==> config.mk <==
export PLATFORM = sky130hd
export DESIGN_NAME = pi_op_queue_flat
export DESIGN_NICKNAME = d
export VERILOG_FILES = /design/src/rtl/pi_op_queue_if.sv /design/src/rtl/pi_op_queue.sv /design/src/flat_wrapper.sv
export SDC_FILE = /design/constraint.sdc
export NUM_CORES = 1
export LEC_CHECK = 0
export BUFFER_PORTS_ARGS = -buffer_cell sky130_fd_sc_hd__buf_2
export CAP_MARGIN = 15
export CELL_PAD_IN_SITES_DETAIL_PLACEMENT = 0
export CELL_PAD_IN_SITES_GLOBAL_PLACEMENT = 2
export CORE_MARGIN = 4
export CORE_UTILIZATION = 40
export DETAILED_ROUTE_END_ITERATION = 8
export PLACE_DENSITY_LB_ADDON = 0.1
export SLEW_MARGIN = 20
export SYNTH_ARGS = -nofsm -noshare
export SYNTH_HDL_FRONTEND = slang
export SYNTH_SLANG_ARGS = --single-unit
export TNS_END_PERCENT = 10
==> constraint.sdc <==
create_clock -name PI_CLK -period 3.4 [get_ports PI_CLK]
set_input_delay 0.17 -clock PI_CLK [delete_from_list [all_inputs] [get_ports PI_CLK]]
set_output_delay 0.17 -clock PI_CLK [all_outputs]
set_load 0.02 [all_outputs]
==> src/rtl/pi_op_queue_if.sv <==
// Downstream operation handshake between the Pi op queue and the bus sequencer.
// master: queue side (drives head fields); slave: sequencer side (drives ack/done/read data).
`timescale 1ns/1ps
interface pi_op_if;
  logic        OP_VALID;
  logic        OP_RW;
  logic        OP_UDS_n;
  logic        OP_LDS_n;
  logic [23:0] OP_ADDR;
  logic [15:0] OP_WDATA;
  logic        OP_ACK;
  logic        OP_DONE;
  logic [15:0] OP_RDATA;
  logic        OP_BERR;

  modport master (
    output OP_VALID, OP_RW, OP_UDS_n, OP_LDS_n, OP_ADDR, OP_WDATA,
    input  OP_ACK, OP_DONE, OP_RDATA, OP_BERR
  );

  modport slave (
    input  OP_VALID, OP_RW, OP_UDS_n, OP_LDS_n, OP_ADDR, OP_WDATA,
    output OP_ACK, OP_DONE, OP_RDATA, OP_BERR
  );
endinterface

==> src/rtl/pi_op_queue.sv <==
// Pi-facing op queue: captures Pi register writes into bus ops, FIFOs them to the sequencer.
// Ports: PI_CLK/PI_RST_n, Pi GPIO bus (PI_A/RD/WR/D_IN/D_OUT/D_OE/TXN), op (pi_op_if.master).
// Optional: define PI_QUEUE_BERR_EN to make a bus error set err and flush the queue.
`timescale 1ns/1ps
module pi_op_queue #(
  parameter int DEPTH = 4,
  parameter int PTR_W = 2
) (
  input  logic        PI_CLK,
  input  logic        PI_RST_n,
  input  logic [1:0]  PI_A,
  input  logic        PI_RD,
  input  logic        PI_WR,
  input  logic [15:0] PI_D_IN,
  output logic [15:0] PI_D_OUT,
  output logic        PI_D_OE,
  output logic        PI_TXN_IN_PROGRESS,
  pi_op_if.master     op
);

  localparam int CNT_W = PTR_W + 1;
`ifdef PI_QUEUE_BERR_EN
  localparam bit BERR_EN = 1'b1;
`else
  localparam bit BERR_EN = 1'b0;
`endif

  typedef struct packed {
    logic        rw;
    logic        uds_n;
    logic        lds_n;
    logic [23:0] addr;
    logic [15:0] wdata;
  } op_t;

  op_t              mem [DEPTH];
  op_t              entry;
  op_t              head;
  logic [PTR_W-1:0] rd_ptr, wr_ptr;
  logic [CNT_W-1:0] count;
  logic             outstanding;
  logic             last_rw;
  logic [15:0]      rdata;
  logic             rd_valid;
  logic             ovf;
  logic             err;
  logic [15:0]      wdata_stage;
  logic [15:0]      addr_lo;
  logic [2:0]       rd_sy, wr_sy;

  // [0],[1] synchroniser, [2] previous synchronised value
  logic rd_rise, wr_rise;
  assign rd_rise = rd_sy[1] & ~rd_sy[2];
  assign wr_rise = wr_sy[1] & ~wr_sy[2];

  logic a_data, a_lo, a_hi, a_stat;
  assign a_data = PI_A == 2'd0;
  assign a_lo   = PI_A == 2'd1;
  assign a_hi   = PI_A == 2'd2;
  assign a_stat = PI_A == 2'd3;

  logic full, commit, pop, done, flush, push, clr;
  assign full   = count == CNT_W'(DEPTH);
  assign commit = wr_rise & a_hi;
  assign pop    = op.OP_ACK & op.OP_VALID;
  assign done   = op.OP_DONE & outstanding;
  assign flush  = done & op.OP_BERR & BERR_EN;
  // A same-cycle pop frees the slot before the push lands
  assign push   = commit & (~full | pop) & ~flush;
  assign clr    = wr_rise & a_stat & PI_D_IN[15];

  logic [15:0] status;
  assign status = {ovf, err, rd_valid, PI_TXN_IN_PROGRESS,
                   8'd0, 4'(count)};

  always_comb begin
    entry       = '0;
    entry.rw    = PI_D_IN[9];
    entry.addr  = {PI_D_IN[7:0], addr_lo};
    entry.wdata = wdata_stage;
    entry.uds_n = PI_D_IN[8] &  addr_lo[0];
    entry.lds_n = PI_D_IN[8] & ~addr_lo[0];
  end

  assign head        = mem[rd_ptr];
  assign op.OP_VALID = (count != '0) & ~outstanding;
  assign op.OP_RW    = head.rw;
  assign op.OP_UDS_n = head.uds_n;
  assign op.OP_LDS_n = head.lds_n;
  assign op.OP_ADDR  = head.addr;
  assign op.OP_WDATA = head.wdata;

  assign PI_D_OE = rd_sy[1] & (a_data | a_stat);

  always_ff @(posedge PI_CLK) begin
    if (push) mem[wr_ptr] <= entry;
  end

  always_ff @(posedge PI_CLK or negedge PI_RST_n) begin
    if (!PI_RST_n) begin
      rd_sy              <= '0;
      wr_sy              <= '0;
      rd_ptr             <= '0;
      wr_ptr             <= '0;
      count              <= '0;
      outstanding        <= 1'b0;
      last_rw            <= 1'b0;
      rdata              <= '0;
      rd_valid           <= 1'b0;
      ovf                <= 1'b0;
      err                <= 1'b0;
      wdata_stage        <= '0;
      addr_lo            <= '0;
      PI_D_OUT           <= '0;
      PI_TXN_IN_PROGRESS <= 1'b0;
    end else begin
      rd_sy <= {rd_sy[1:0], PI_RD};
      wr_sy <= {wr_sy[1:0], PI_WR};

      if (wr_rise & a_data) wdata_stage <= PI_D_IN;
      if (wr_rise & a_lo)   addr_lo     <= PI_D_IN;

      if (flush) begin
        count  <= '0;
        rd_ptr <= wr_ptr;
      end else begin
        if (push) wr_ptr <= wr_ptr + PTR_W'(1);
        if (pop)  rd_ptr <= rd_ptr + PTR_W'(1);
        unique case ({push, pop})
          2'b10:   count <= count + CNT_W'(1);
          2'b01:   count <= count - CNT_W'(1);
          default: count <= count;
        endcase
      end

      if (pop) begin
        outstanding <= 1'b1;
        last_rw     <= head.rw;
      end else if (done) begin
        outstanding <= 1'b0;
      end

      // Completion of a read beats any same-cycle clear
      if (done & last_rw) begin
        rdata    <= flush ? 16'hFFFF : op.OP_RDATA;
        rd_valid <= 1'b1;
      end else if ((rd_rise & a_data) | (push & entry.rw)) begin
        rd_valid <= 1'b0;
      end

      if (clr) ovf <= 1'b0;
      if (commit & full & ~pop & ~flush) ovf <= 1'b1;

      if (clr)   err <= 1'b0;
      if (flush) err <= 1'b1;

      if (rd_rise) begin
        unique case (1'b1)
          a_data:  PI_D_OUT <= rdata;
          a_stat:  PI_D_OUT <= status;
          default: PI_D_OUT <= PI_D_OUT;
        endcase
      end

      PI_TXN_IN_PROGRESS <= (count != '0) | outstanding;
    end
  end

endmodule

==> src/flat_wrapper.sv <==
// flat-port wrapper written by rule: the top's interface ports become plain ports
module pi_op_queue_flat 
#(
  parameter int DEPTH = 4,
  parameter int PTR_W = 2
)
  (PI_CLK, PI_RST_n, PI_A, PI_RD, PI_WR, PI_D_IN, PI_D_OUT, PI_D_OE, PI_TXN_IN_PROGRESS, op_OP_VALID, op_OP_RW, op_OP_UDS_n, op_OP_LDS_n, op_OP_ADDR, op_OP_WDATA, op_OP_ACK, op_OP_DONE, op_OP_RDATA, op_OP_BERR);
  pi_op_if op_i ();
  input  logic PI_CLK;
  input  logic PI_RST_n;
  input  logic [1:0] PI_A;
  input  logic PI_RD;
  input  logic PI_WR;
  input  logic [15:0] PI_D_IN;
  output logic [15:0] PI_D_OUT;
  output logic PI_D_OE;
  output logic PI_TXN_IN_PROGRESS;
  output wire logic [$bits(op_i.OP_VALID)-1:0] op_OP_VALID;
  output wire logic [$bits(op_i.OP_RW)-1:0] op_OP_RW;
  output wire logic [$bits(op_i.OP_UDS_n)-1:0] op_OP_UDS_n;
  output wire logic [$bits(op_i.OP_LDS_n)-1:0] op_OP_LDS_n;
  output wire logic [$bits(op_i.OP_ADDR)-1:0] op_OP_ADDR;
  output wire logic [$bits(op_i.OP_WDATA)-1:0] op_OP_WDATA;
  input wire logic [$bits(op_i.OP_ACK)-1:0] op_OP_ACK;
  input wire logic [$bits(op_i.OP_DONE)-1:0] op_OP_DONE;
  input wire logic [$bits(op_i.OP_RDATA)-1:0] op_OP_RDATA;
  input wire logic [$bits(op_i.OP_BERR)-1:0] op_OP_BERR;
  assign op_OP_VALID = op_i.OP_VALID;
  assign op_OP_RW = op_i.OP_RW;
  assign op_OP_UDS_n = op_i.OP_UDS_n;
  assign op_OP_LDS_n = op_i.OP_LDS_n;
  assign op_OP_ADDR = op_i.OP_ADDR;
  assign op_OP_WDATA = op_i.OP_WDATA;
  assign op_i.OP_ACK = op_OP_ACK;
  assign op_i.OP_DONE = op_OP_DONE;
  assign op_i.OP_RDATA = op_OP_RDATA;
  assign op_i.OP_BERR = op_OP_BERR;
  pi_op_queue #(.DEPTH(DEPTH), .PTR_W(PTR_W)) u_core (.PI_CLK(PI_CLK), .PI_RST_n(PI_RST_n), .PI_A(PI_A), .PI_RD(PI_RD), .PI_WR(PI_WR), .PI_D_IN(PI_D_IN), .PI_D_OUT(PI_D_OUT), .PI_D_OE(PI_D_OE), .PI_TXN_IN_PROGRESS(PI_TXN_IN_PROGRESS), .op(op_i));
endmodule
==> results by group <==
Clocking
  – Root Driver: sky130_fd_sc_hd__clkbuf_16
  – CTS tree: done
  – CTS H-Tree Depth: 1
  – Number of buffers on the longest clock path: 3
  – Inserted Clock Buffers: 27
  – Clock latency reported for the late side of the worst-skew pair: 0.51 ns
  – Clock transition time at the flip-flop clock pins of the worst setup and hold paths: about 0.060 ns
  – Total number of clock tree sinks: 254
  – Resize count post-CTS: 0

Run status
  – Run status: complete, no violations

STA
  – Number of max-slew violations in the final report: 0
  – Finish-stage setup viols: 0
  – Final total negative setup slack: 0 ns
  – Rel. slew slack: 35.3%
  – Highest clock rate: 0.378 GHz
  – RSZ-0062 raised after global routing: no
  – Period Utilization, post-route: between 70% and 80%
  – Setup WS post-layout: 0.756 ns
  – Crit path time final: between 2 and 3 ns
  – Final Skew: ~0.0078 ns
  – Final Hold Violating Endpoints: 0
  – Pin slew with the least headroom to its limit: a little under 1 ns

Floorplan
  – Top-level port count: a little over 100
  – Placeable Area: between 0.02 and 0.025 mm2
  – Initial standard-cell utilization of the core: between 40% and 50%
  – Die W: ~160 um
  – Die span in y: around 160 um
  – Die area: around 0.026 mm2
  – Std cell rows: 56

Place
  – Gpl congestion: between 0.6 and 0.7
  – Count of input and output buffers: about 100
  – DP Wirelength: ~11000 um
  – Dpl ws: around 1.2 ns
  – Cell count after placement: 880

Synth
  – Portion of the post-synthesis area used by sequential elements: around three quarters
  – Synthesized area: roughly 0.0096 mm2
  – Count of warnings emitted by yosys: 0
  – Mean post-synth cell area: approximately 20 um2
  – Post-Synthesis Net Count: approximately 520
  – Synth Instances: 470
  – Synthesis-stage register bit count: approximately 250
  – Number of distinct standard cells referenced by the synthesized netlist: 34

Setup path
  – Data arrival time of the critical path: 2.47 ns
  – Cell with the biggest individual delay on the critical path: sky130_fd_sc_hd__dfrtp_4
  – Worst path top cell family by delay: flip-flops
  – Launch point of the worst path: u_core.rd_ptr[0]$_DFFE_PN0P_
  – Start of the worst register-to-register path: u_core.outstanding$_DFFE_PN0P_
  – Capturing element of the worst setup path: op_OP_ADDR[15]
  – Buffers & Inverters on Critical Path: 2
  – Crit-path max cell delay: 0.85 ns
  – Stages on the worst setup path: 3
  – Critical path endpoint category: output port
  – Register-to-Register Setup Slack: around 1.2 ns
  – Peak fanout along the critical path: 31
  – Required time of the critical path: ~3.2 ns
  – Cells along the critical path: buf_4 > mux4_2 > buf_2
  – Capture point of the worst reg-to-reg path: u_core.count[2]$_DFFE_PN0P_
  – Crit Path Category: register to output port
  – Number of cell instances on the worst register-to-register path: 8
  – Critical path launch point type: register

Global routing
  – Wire length of the first global-routing pass: around 29000 um
  – Number of antenna violations at the first check in global routing: 0
  – Largest net degree at the start of global routing: 70
  – Global routing usage summed across all routing layers: around 14%
  – Number of global-route vias before repair: ~5000
  – Total congestion overflow: 0

Layout
  – Most common cell after layout, fill and taps aside: sky130_fd_sc_hd__edfxtp_1
  – Layout overhead on the synthesized area: 22.8%
  – Final core occ: around 50%
  – Proportion of layout cells with a drive suffix above 1: a little under 40%
  – Number of nets in the layout: 677
  – Most used cells in the layout excluding fill and tap cells: 172 x sky130_fd_sc_hd__edfxtp_1, 100 x sky130_fd_sc_hd__buf_2, 80 x sky130_fd_sc_hd__dfrtp_1, 49 x sky130_fd_sc_hd__mux2_2, 43 x sky130_fd_sc_hd__mux4_2
  – Count of antenna diodes in the layout: 0
  – Layout Cells excl Fill: around 960

Detailed routing
  – Post-route DRC: 0
  – Starting DRC count in detailed routing: 184
  – Total routed wirelength: between 15000 and 20000 um
  – Vias per inst: 4.88
  – Count of antenna-violating nets left after detailed routing: 0
  – Average wire per cell in the routed design: about 19 um
  – Detailed-router iteration count before antenna repair: 4
  – Via Count: 4700

Flow run
  – Max-cap violations: 0

Pwr
  – Worst IR Drop VDD: between 0.4 and 0.5 mV
  – Pwr per Cell Area: slightly above 800 mW/mm2
  – Cell Int Power: 6.73 mW
  – Leakage power of the design: 4.40 nW
  – Total net switching power: ~2.7 mW
  – Share of power burned in combinational logic: between 20% and 30%
  – Share of total power in the clock network: between 30% and 40%
  – Total Power: between 9 and 10 mW
  – Switching share of power: about 29%
  – Sequential fraction of design power: between 40 and 50%

Min path
  – Worst min-delay path class: input pin to register
==> how the worst min path moves through the flow <==
stage | endpoint | from | cells after the start | slack (ns)
floorplan | u_core.PI_D_OUT[0]$_DFFE_PN0P_ | PI_RST_n | 0 | -0.13
global placement | u_core.rd_sy[0]$_DFF_PN0_ | PI_RD | 1 | 0.28
detailed placement | u_core.rd_sy[0]$_DFF_PN0_ | PI_RD | 1 | 0.28
CTS | u_core.outstanding$_DFFE_PN0P_ | op_OP_ACK | 3 | 0.08
global route | u_core.outstanding$_DFFE_PN0P_ | op_OP_ACK | 3 | 0.13
finish | u_core.outstanding$_DFFE_PN0P_ | op_OP_ACK | 3 | 0.10
==> cell type report <==
cell class | count | area [um2]
fillers | 1938 | 11700
clock inverters | 10 | 175
repair buffers | 145 | 978
well taps | 319 | 399
inverters | 9 | 33.8
clock buffers | 38 | 727
multi-input cells | 189 | 2200
flip-flops and latches | 254 | 7220
==> state kept, by name, indices dropped and copies added (netlist names) <==
name and flops:
u_core.mem 172, u_core.PI_D_OUT 16, u_core.addr_lo 16, u_core.rdata 16, u_core.wdata_stage 16, u_core.count 3
u_core.rd_sy 3, u_core.wr_sy 3, u_core.rd_ptr 2, u_core.wr_ptr 2, u_core.PI_TXN_IN_PROGRESS 1, u_core.last_rw 1
u_core.outstanding 1, u_core.ovf 1, u_core.rd_valid 1
==> synth_stat cells, drive strengths merged <==
| cell type | n | area share, % |
|---|---|---|
| a21boi | 1 | 0.079 |
| a31oi | 2 | 0.29 |
| and2 | 5 | 0.33 |
| and2b | 1 | 0.079 |
| buf | 15 | 1.0 |
| clkbuf | 3 | 0.12 |
| dfrtp | 82 | 21 |
| edfxtp | 172 | 54 |
| fa | 1 | 0.21 |
| ha | 9 | 1.2 |
| inv | 9 | 0.35 |
| mux2 | 50 | 5.9 |
| mux2i | 6 | 0.63 |
| mux4 | 43 | 10 |
| nand2 | 21 | 0.88 |
| nand2b | 11 | 0.72 |
| nand3 | 2 | 0.16 |
| nand3b | 2 | 0.16 |
| nand4b | 1 | 0.092 |
| nor2 | 4 | 0.16 |
| nor2b | 2 | 0.13 |
| nor3 | 1 | 0.10 |
| nor3b | 1 | 0.079 |
| o21ai | 18 | 0.94 |
| o22ai | 1 | 0.066 |
| or3b | 1 | 0.092 |
| xnor2 | 2 | 0.18 |
| xor2 | 4 | 0.37 |
==> what timing repair did <==
action / 4_1_cts / 5_1_grt
hold buffers: 36 / 0
hold endpoints to repair: 154 / 0
buffers inserted: 0 / 0
==> power groups by stage <==
stage	registers (mW)	clock network, mW	logic (mW)
floorplan	4.16	0	1.65
global placement	4.23	0	2.30
global route	4.27	3.17	2.50
finish	4.19	2.96	2.30
detailed placement	4.26	0	2.32
CTS	4.20	3.06	2.36
==> per-stage QoR <==
step / hold slack (ns) / instance area, um2
final: 0.102 / 11700
after global routing: 0.131 / 11700
after CTS: 0.0815 / 11700
after detailed placement: 0.281 / 10500
after global placement: 0.279 / 10500
after floorplan: -0.126 / 9550
==> worst reg2reg max path: stages (launching register included) <==
cell,delay [ns]
sky130_fd_sc_hd__dfrtp_1,0.40
sky130_fd_sc_hd__nand2b_1,0.26
sky130_fd_sc_hd__nor2_1,0.29
sky130_fd_sc_hd__ha_1,0.25
sky130_fd_sc_hd__inv_1,0.07
sky130_fd_sc_hd__fa_1,0.43
sky130_fd_sc_hd__xor2_1,0.15
sky130_fd_sc_hd__nor2_1,0.11
sky130_fd_sc_hd__xor2_1,0.15
==> layer usage <==
metal / up-vias / wire [um] / track usage [%]
met5: - / 0 / 0
met4: 0 / 310 / 3.55
met3: 24 / 1030 / 3.29
met2: 105 / 8570 / 22.5
met1: 2443 / 8480 / 19.7
li1: 2128 / - / -
==> cell families (layout without fill, tap and decap cells) <==
logic type                 count (synthesis)  in the layout  share of synthesized area (%)
AOI/OAI and AO/OA                         22             22                           1.38
DFF                                      254            254                           75.5
and+or+nand+nor                           52             52                           2.97
buffers and inverters                     27            202                           1.48
adders and majority gates                 10             10                           1.39
xor gates and xnor gates                   6              6                          0.550
muxes                                     99             99                           16.7
Note: power is estimated with default switching activity, not from simulation.
